File: src/rtl/seq_ctrl_pkg.sv
// Shared types and constants for the programmable serial-pattern detector.
package seq_ctrl_pkg;

    localparam int unsigned STATE_W = 2;

    typedef enum logic [STATE_W-1:0] {
        IDLE  = 2'd0,
        ARMED = 2'd1,
        HOLD  = 2'd2
    } state_t;

    localparam logic [7:0] DEFAULT_PATTERN = 8'b0000_1010;

endpackage

File: src/rtl/seq_match_shifter.sv
// History shift register, fill counter and pattern compare for seq_detect_ctrl.
module seq_match_shifter #(
    parameter int unsigned PAT_W = 4
) (
    input  logic             i_clock,
    input  logic             i_reset,
    input  logic             clr,
    input  logic             en,
    input  logic             din,
    input  logic [PAT_W-1:0] pattern,
    input  logic             overlap,
    output logic             match_comb
);

    localparam int unsigned FW = $clog2(PAT_W + 1);

    logic [PAT_W-1:0] hist;
    logic [PAT_W-1:0] hist_next;
    logic [FW-1:0]    fill;
    logic [FW-1:0]    fill_next;

    assign hist_next  = {hist[PAT_W-2:0], din};
    assign fill_next  = (fill == FW'(PAT_W)) ? fill : fill + FW'(1);
    assign match_comb = en && (fill_next == FW'(PAT_W)) && (hist_next == pattern);

    always_ff @(posedge i_clock) begin
        if (i_reset || clr) begin
            hist <= '0;
            fill <= '0;
        end else if (en) begin
            hist <= hist_next;
            // Without overlap a match consumes the window: PAT_W fresh bits are needed.
            fill <= (match_comb && !overlap) ? '0 : fill_next;
        end
    end

endmodule

File: src/rtl/seq_detect_ctrl.sv
// Programmable pattern detector controller: arm/disarm FSM, match counter, LED stretcher.
import seq_ctrl_pkg::*;

module seq_detect_ctrl #(
    parameter int unsigned PAT_W    = 4,
    parameter int unsigned LED_HOLD = 8,
    parameter int unsigned CNT_W    = 8
) (
    input  logic             i_clock,
    input  logic             i_reset,
    input  logic             i_cfg_we,
    input  logic [PAT_W-1:0] i_cfg_pattern,
    input  logic             i_cfg_overlap,
    input  logic             i_arm,
    input  logic             i_disarm,
    input  logic             i_btn,
    output logic             o_led,
    output logic             o_match,
    output logic [CNT_W-1:0] o_match_cnt,
    output logic             o_cnt_sat,
    output logic [1:0]       o_state
);

    localparam int unsigned TW = $clog2(LED_HOLD + 1);

    state_t           state;
    logic [PAT_W-1:0] pattern;
    logic             overlap;
    logic [TW-1:0]    timer;
    logic             match_comb;
    logic             clr;
    logic             en;
    logic [CNT_W-1:0] cnt_next;

    assign en       = (state != IDLE);
    assign clr      = i_disarm || ((state == IDLE) && i_arm);
    assign cnt_next = (o_match_cnt == '1) ? o_match_cnt : o_match_cnt + CNT_W'(1);
    assign o_state  = state;

    seq_match_shifter #(
        .PAT_W(PAT_W)
    ) u_shifter (
        .i_clock   (i_clock),
        .i_reset   (i_reset),
        .clr       (clr),
        .en        (en),
        .din       (i_btn),
        .pattern   (pattern),
        .overlap   (overlap),
        .match_comb(match_comb)
    );

    always_ff @(posedge i_clock) begin
        if (i_reset) begin
            state       <= IDLE;
            pattern     <= DEFAULT_PATTERN[PAT_W-1:0];
            overlap     <= 1'b1;
            timer       <= '0;
            o_led       <= 1'b0;
            o_match     <= 1'b0;
            o_match_cnt <= '0;
            o_cnt_sat   <= 1'b0;
        end else begin
            case (state)
                IDLE: begin
                    o_match <= 1'b0;
                    o_led   <= 1'b0;
                    if (i_cfg_we) begin
                        pattern <= i_cfg_pattern;
                        overlap <= i_cfg_overlap;
                    end
                    if (i_arm && !i_disarm) begin
                        state       <= ARMED;
                        o_match_cnt <= '0;
                        o_cnt_sat   <= 1'b0;
                    end
                end
                default: begin
                    if (i_disarm) begin
                        // A match seen on the disarm cycle is dropped.
                        state   <= IDLE;
                        o_led   <= 1'b0;
                        o_match <= 1'b0;
                        timer   <= '0;
                    end else if (match_comb) begin
                        state       <= HOLD;
                        o_match     <= 1'b1;
                        o_led       <= 1'b1;
                        timer       <= TW'(LED_HOLD);
                        o_match_cnt <= cnt_next;
                        o_cnt_sat   <= (cnt_next == '1);
                    end else begin
                        o_match <= 1'b0;
                        if (state == HOLD) begin
                            if (timer == TW'(1)) begin
                                state <= ARMED;
                                o_led <= 1'b0;
                                timer <= '0;
                            end else begin
                                timer <= timer - TW'(1);
                            end
                        end
                    end
                end
            endcase
        end
    end

endmodule

File: config.mk
export PLATFORM = sky130hd
export DESIGN_NAME = seq_detect_ctrl
export DESIGN_NICKNAME = d
export VERILOG_FILES = /design/src/rtl/seq_ctrl_pkg.sv /design/src/rtl/seq_match_shifter.sv /design/src/rtl/seq_detect_ctrl.sv
export SDC_FILE = /design/constraint.sdc
export NUM_CORES = 1
export LEC_CHECK = 0
export ABC_AREA = 0
export CAP_MARGIN = 0
export CELL_PAD_IN_SITES_DETAIL_PLACEMENT = 1
export CELL_PAD_IN_SITES_GLOBAL_PLACEMENT = 1
export CORE_UTILIZATION = 40
export CTS_CLUSTER_DIAMETER = 100
export DETAILED_ROUTE_END_ITERATION = 7
export PLACE_DENSITY = 0.81
export SLEW_MARGIN = 20
export SYNTH_ARGS = -nofsm -noshare
export SYNTH_HDL_FRONTEND = slang
export SYNTH_SLANG_ARGS = --single-unit
File: constraint.sdc
create_clock -name i_clock -period 2.8 [get_ports i_clock]
set_input_delay 0.56 -clock i_clock [delete_from_list [all_inputs] [get_ports i_clock]]
set_output_delay 0.56 -clock i_clock [all_outputs]
set_load 0.005 [all_outputs]
==> impl_metrics.prom <==
# TYPE chip_impl_metric gauge
chip_impl_metric{name="fmax",unit="GHz"} 0.4299
chip_impl_metric{name="grt_start_max_net_pins",unit=""} 18
chip_impl_metric{name="drtAntennaViolNets",unit=""} 0
chip_impl_metric{name="postSynthRegisterBits",unit=""} 28
chip_impl_info{name="cp_cell_sequence",value="inv_1 > ha_1 > a21bo_2 > a2111oi_4 > nand3_2 > o21ai_4 > o32ai_2"} 1
chip_impl_info{name="synth_top_cells_by_area",value="sky130_fd_sc_hd__dfxtp_1, sky130_fd_sc_hd__a21oi_1, sky130_fd_sc_hd__nand2_1"} 1
chip_impl_metric{name="first_pass_grt_wire_length",unit="um"} 7762
chip_impl_info{name="min_delay_worst_endpoint",value="overlap"} 1
chip_impl_metric{name="htree_num_levels",unit=""} 1
chip_impl_metric{name="detail_route.wl_per_cell",unit="um"} 17.18
chip_impl_metric{name="io_buffers",unit=""} 23
chip_impl_metric{name="setup_tns",unit="ps"} 0
chip_impl_metric{name="grt.met3_usage",unit=""} 0.03276
chip_impl_metric{name="cts_hold_buffers",unit=""} 0
chip_impl_info{name="cts_tree",value="yes"} 1
chip_impl_info{name="cts.root.buffer_cell",value="sky130_fd_sc_hd__clkbuf_8"} 1
chip_impl_metric{name="antenna_violations_before_repair",unit=""} 0
chip_impl_metric{name="max-slew-margin-rel",unit=""} 0.7146
chip_impl_metric{name="routability_congestion_estimate",unit=""} 0.8249
chip_impl_metric{name="core",unit="um2"} 3799
chip_impl_info{name="slowest_stage",value="sky130_fd_sc_hd__dfxtp_1"} 1
chip_impl_info{name="yosysTopAreaCell",value="sky130_fd_sc_hd__dfxtp_1"} 1
chip_impl_metric{name="maxSlewViolCount",unit=""} 0
chip_impl_metric{name="number_of_cells_on_the_worst_reg_to_reg_path",unit=""} 7
chip_impl_metric{name="yosys.cell_types.count",unit=""} 51
chip_impl_metric{name="postSynth.asyncResetShare",unit=""} 0
chip_impl_metric{name="postLayoutCoreUtil",unit=""} 0.5181
chip_impl_info{name="r2r-end",value="o_cnt_sat"} 1
chip_impl_metric{name="post-route-period-util",unit=""} 0.8308
chip_impl_info{name="element_type_at_the_critical_path_end",value="flop"} 1
chip_impl_metric{name="fp.dieH",unit="um"} 66.11
chip_impl_metric{name="worst_path_maximum_fanout",unit=""} 10
chip_impl_metric{name="cts_max_path_buffers",unit=""} 2
chip_impl_metric{name="post_route_minimum_period",unit="ps"} 2326
chip_impl_metric{name="area.growth.synth_to_final",unit="%"} 19.71
chip_impl_metric{name="grt_remaining_overflow",unit=""} 0
chip_impl_metric{name="drive_gt1_frac",unit=""} 0.1182
chip_impl_metric{name="floorplan.die.width",unit="um"} 66.11
chip_impl_metric{name="number_of_sinks_handled_by_clock_tree_synthesis",unit=""} 28
chip_impl_metric{name="post_synth.cell_area_avg",unit="um2"} 8.220
chip_impl_metric{name="whs",unit="ps"} 478.6
chip_impl_metric{name="slowest_delay",unit="ps"} 450
chip_impl_metric{name="mappedNetlistNets",unit=""} 216
chip_impl_metric{name="groute.layer.met1.usage",unit=""} 0.3114
chip_impl_metric{name="cp.buffers_inverters",unit=""} 1
chip_impl_metric{name="worst_ep_arrival_time",unit="ps"} 2490
chip_impl_info{name="r2r_start",value="u_shifter.fill[0]"} 1
chip_impl_info{name="grt_setup_unrepaired",value="false"} 1
chip_impl_info{name="hold_start",value="overlap"} 1
chip_impl_metric{name="maxCapViolCount",unit=""} 0
chip_impl_metric{name="placedCellCount",unit=""} 264
chip_impl_metric{name="overall_routing_resource_usage",unit=""} 0.2326
chip_impl_metric{name="syn_inst",unit=""} 200
chip_impl_metric{name="placement_rows",unit=""} 22
chip_impl_metric{name="drt_iter0_drc",unit=""} 121
chip_impl_metric{name="clk_pin_slew",unit="ps"} 110
chip_impl_info{name="worstSetupPathType",value="reg -> reg"} 1
chip_impl_metric{name="synth_edf_count",unit=""} 0
chip_impl_metric{name="layout.cells.non_filler",unit=""} 268
chip_impl_metric{name="num_io_pins",unit=""} 24
chip_impl_metric{name="synth_top_area_frac",unit=""} 0.3409
chip_impl_metric{name="timing.final.ws_setup",unit="ps"} 473.8
chip_impl_metric{name="worst_voltage_drop_across_the_vdd_grid",unit="V"} 0.0001708
chip_impl_metric{name="post_synthesis_sequential_area_ratio",unit=""} 0.3409
chip_impl_metric{name="hold-path-cell-count",unit=""} 1
chip_impl_metric{name="final_hold_vio_count",unit=""} 0
chip_impl_metric{name="grt_use_met2",unit=""} 0.3878
chip_impl_metric{name="die_area",unit="um2"} 4371
chip_impl_info{name="hp-class",value="reg -> reg"} 1
chip_impl_metric{name="detailed_place_hpwl",unit="um"} 3412
chip_impl_metric{name="worstMarginPinSlew",unit="ps"} 424.9
chip_impl_metric{name="cts-resized-gates",unit=""} 0
chip_impl_metric{name="synth.yosys.warnings",unit=""} 0
chip_impl_metric{name="finClkSkew",unit="ps"} 6.283
chip_impl_metric{name="place_ws",unit="ps"} 226.8
chip_impl_info{name="critPathTopFamily",value="compound AO/OA/AOI/OAI gates"} 1
chip_impl_metric{name="totalWireLength",unit="um"} 4605
chip_impl_metric{name="power.density",unit="nW/um2"} 387.9
chip_impl_metric{name="routed-via-count",unit=""} 1585
chip_impl_metric{name="diodes",unit=""} 0
chip_impl_info{name="synth_flop_cell",value="sky130_fd_sc_hd__dfxtp_1"} 1
chip_impl_metric{name="p_leak",unit="nW"} 0.6373
chip_impl_metric{name="setup.reg_to_reg.worst_slack",unit="ps"} 470
chip_impl_metric{name="initial_core_util",unit=""} 0.4328
chip_impl_metric{name="worst-endpoint-required",unit="ps"} 2960
chip_impl_metric{name="first_global_vias",unit=""} 1665
chip_impl_metric{name="finish.net_count",unit=""} 237
chip_impl_metric{name="detail_route.first_pass.iterations",unit=""} 4
chip_impl_metric{name="finalSetupViolations",unit=""} 0
chip_impl_metric{name="drt-vias-per-instance",unit=""} 5.914
chip_impl_metric{name="postCtsSetupBuffers",unit=""} 0
chip_impl_metric{name="clk-insertion-delay-late",unit="ps"} 280
chip_impl_info{name="startpoint_type",value="flop"} 1
chip_impl_metric{name="detail_route.drc_violations",unit=""} 0
chip_impl_info{name="outcome",value="finished clean"} 1
chip_impl_info{name="top_usage_layer",value="met2"} 1
chip_impl_metric{name="post_synth_instance_area",unit="um2"} 1644
chip_impl_metric{name="number_of_buffers_created_by_cts",unit=""} 3
==> cell usage after synthesis, drive strengths merged, types with 2 or more instances <==
cell,instances
nand3b,5
or3,2
xor2,4
o32ai,2
a31oi,3
nor3,4
nand2,20
or2,3
clkbuf,10
buf,3
nor2b,5
nand3,13
a21oi,25
o21ai,10
ha,5
nand4,5
inv,8
o31ai,2
and3,7
a211o,3
a211oi,3
nor2,10
dfxtp,28
and4,2
==> registers in the layout, indices dropped and copies added (netlist names) <==
register        count
timer               4
u_shifter.fill      3
o_state             2
o_cnt_sat           1
o_match             1
u_shifter.hist      3
pattern             4
o_match_cnt         8
o_led               1
overlap             1
==> how the worst max path moves through the flow <==
stage | startpoint | end | slack (ps) | depth (start not counted)
floorplan | u_shifter.fill[0] | o_cnt_sat | 800 | 7
global placement | i_btn | o_cnt_sat | 320 | 6
detailed placement | i_btn | o_cnt_sat | 230 | 6
CTS | u_shifter.fill[0] | o_cnt_sat | 460 | 7
global route | u_shifter.fill[0] | o_cnt_sat | 310 | 7
finish | u_shifter.fill[0] | o_cnt_sat | 470 | 7
==> worst reg2reg max path, delay by kind of cell (launching register included) <==
kind,cells,cell delay [ps]
adders and majority gates,1,270
and+or+nand+nor,1,270
buffers and inverters,1,80
DFF,1,450
AOI/OAI and AO/OA,4,1130
==> power breakdown <==
part	internal (W)	switching (W)
registers	0.000407	0.00000772
clock network	0.000126	0.000138
logic	0.0000392	0.0000454
==> stage by stage <==
stage / cell area [um2] / total power (W)
CTS: 1968 / 0.0007632
global route: 1968 / 0.0007921
detailed placement: 1913 / 0.0005074
floorplan: 1644 / 0.0004703
finish: 1968 / 0.0007634
global placement: 1913 / 0.0005033
==> routing by layer <==
metal  routed length, um  vias up  share of wire
met2                2278       36           0.49
met5                   0        -              0
met4                  14        0         0.0030
li1                    -      767              -
met1                2148      780           0.47
met3                 164        2          0.036
==> logic make-up (layout without fill, tap and decap cells) <==
logic type,after synthesis,in the layout,synth area share
simple gates,81,81,0.2641
compound gates,60,60,0.2717
flops,28,28,0.3409
buf+inv,21,41,0.05860
fa+ha+maj,5,5,0.03805
xor+xnor,5,5,0.02664
==> cells in the final DEF, fill, tap and decap left out, types with 2 or more instances in the layout <==
cell type / instances
sky130_fd_sc_hd__buf_4: 6
sky130_fd_sc_hd__inv_1: 8
sky130_fd_sc_hd__a31oi_1: 3
sky130_fd_sc_hd__or2_2: 2
sky130_fd_sc_hd__xor2_1: 4
sky130_fd_sc_hd__clkdlybuf4s50_1: 23
sky130_fd_sc_hd__or3_1: 2
sky130_fd_sc_hd__clkbuf_8: 4
sky130_fd_sc_hd__and4_1: 2
sky130_fd_sc_hd__nand4_1: 5
sky130_fd_sc_hd__nand3b_1: 4
sky130_fd_sc_hd__a211oi_1: 3
sky130_fd_sc_hd__a21oi_2: 6
sky130_fd_sc_hd__and3_1: 7
sky130_fd_sc_hd__nor3_1: 4
sky130_fd_sc_hd__nor2_1: 10
sky130_fd_sc_hd__a21oi_1: 19
sky130_fd_sc_hd__dfxtp_1: 28
sky130_fd_sc_hd__a211o_1: 3
sky130_fd_sc_hd__o21ai_0: 9
sky130_fd_sc_hd__nand3_1: 12
sky130_fd_sc_hd__o31ai_2: 2
sky130_fd_sc_hd__nor2b_1: 5
sky130_fd_sc_hd__nand2_1: 20
sky130_fd_sc_hd__ha_1: 5
==> layout make-up <==
cell class,count,area [um2]
inverters,8,30.03
fillers,470,1831
repair buffers,29,275.3
multi-input cells,151,987.2
well taps,48,60.06
clock buffers,4,55.05
flip-flops and latches,28,560.5
Note: power is estimated with default switching activity, not from simulation.
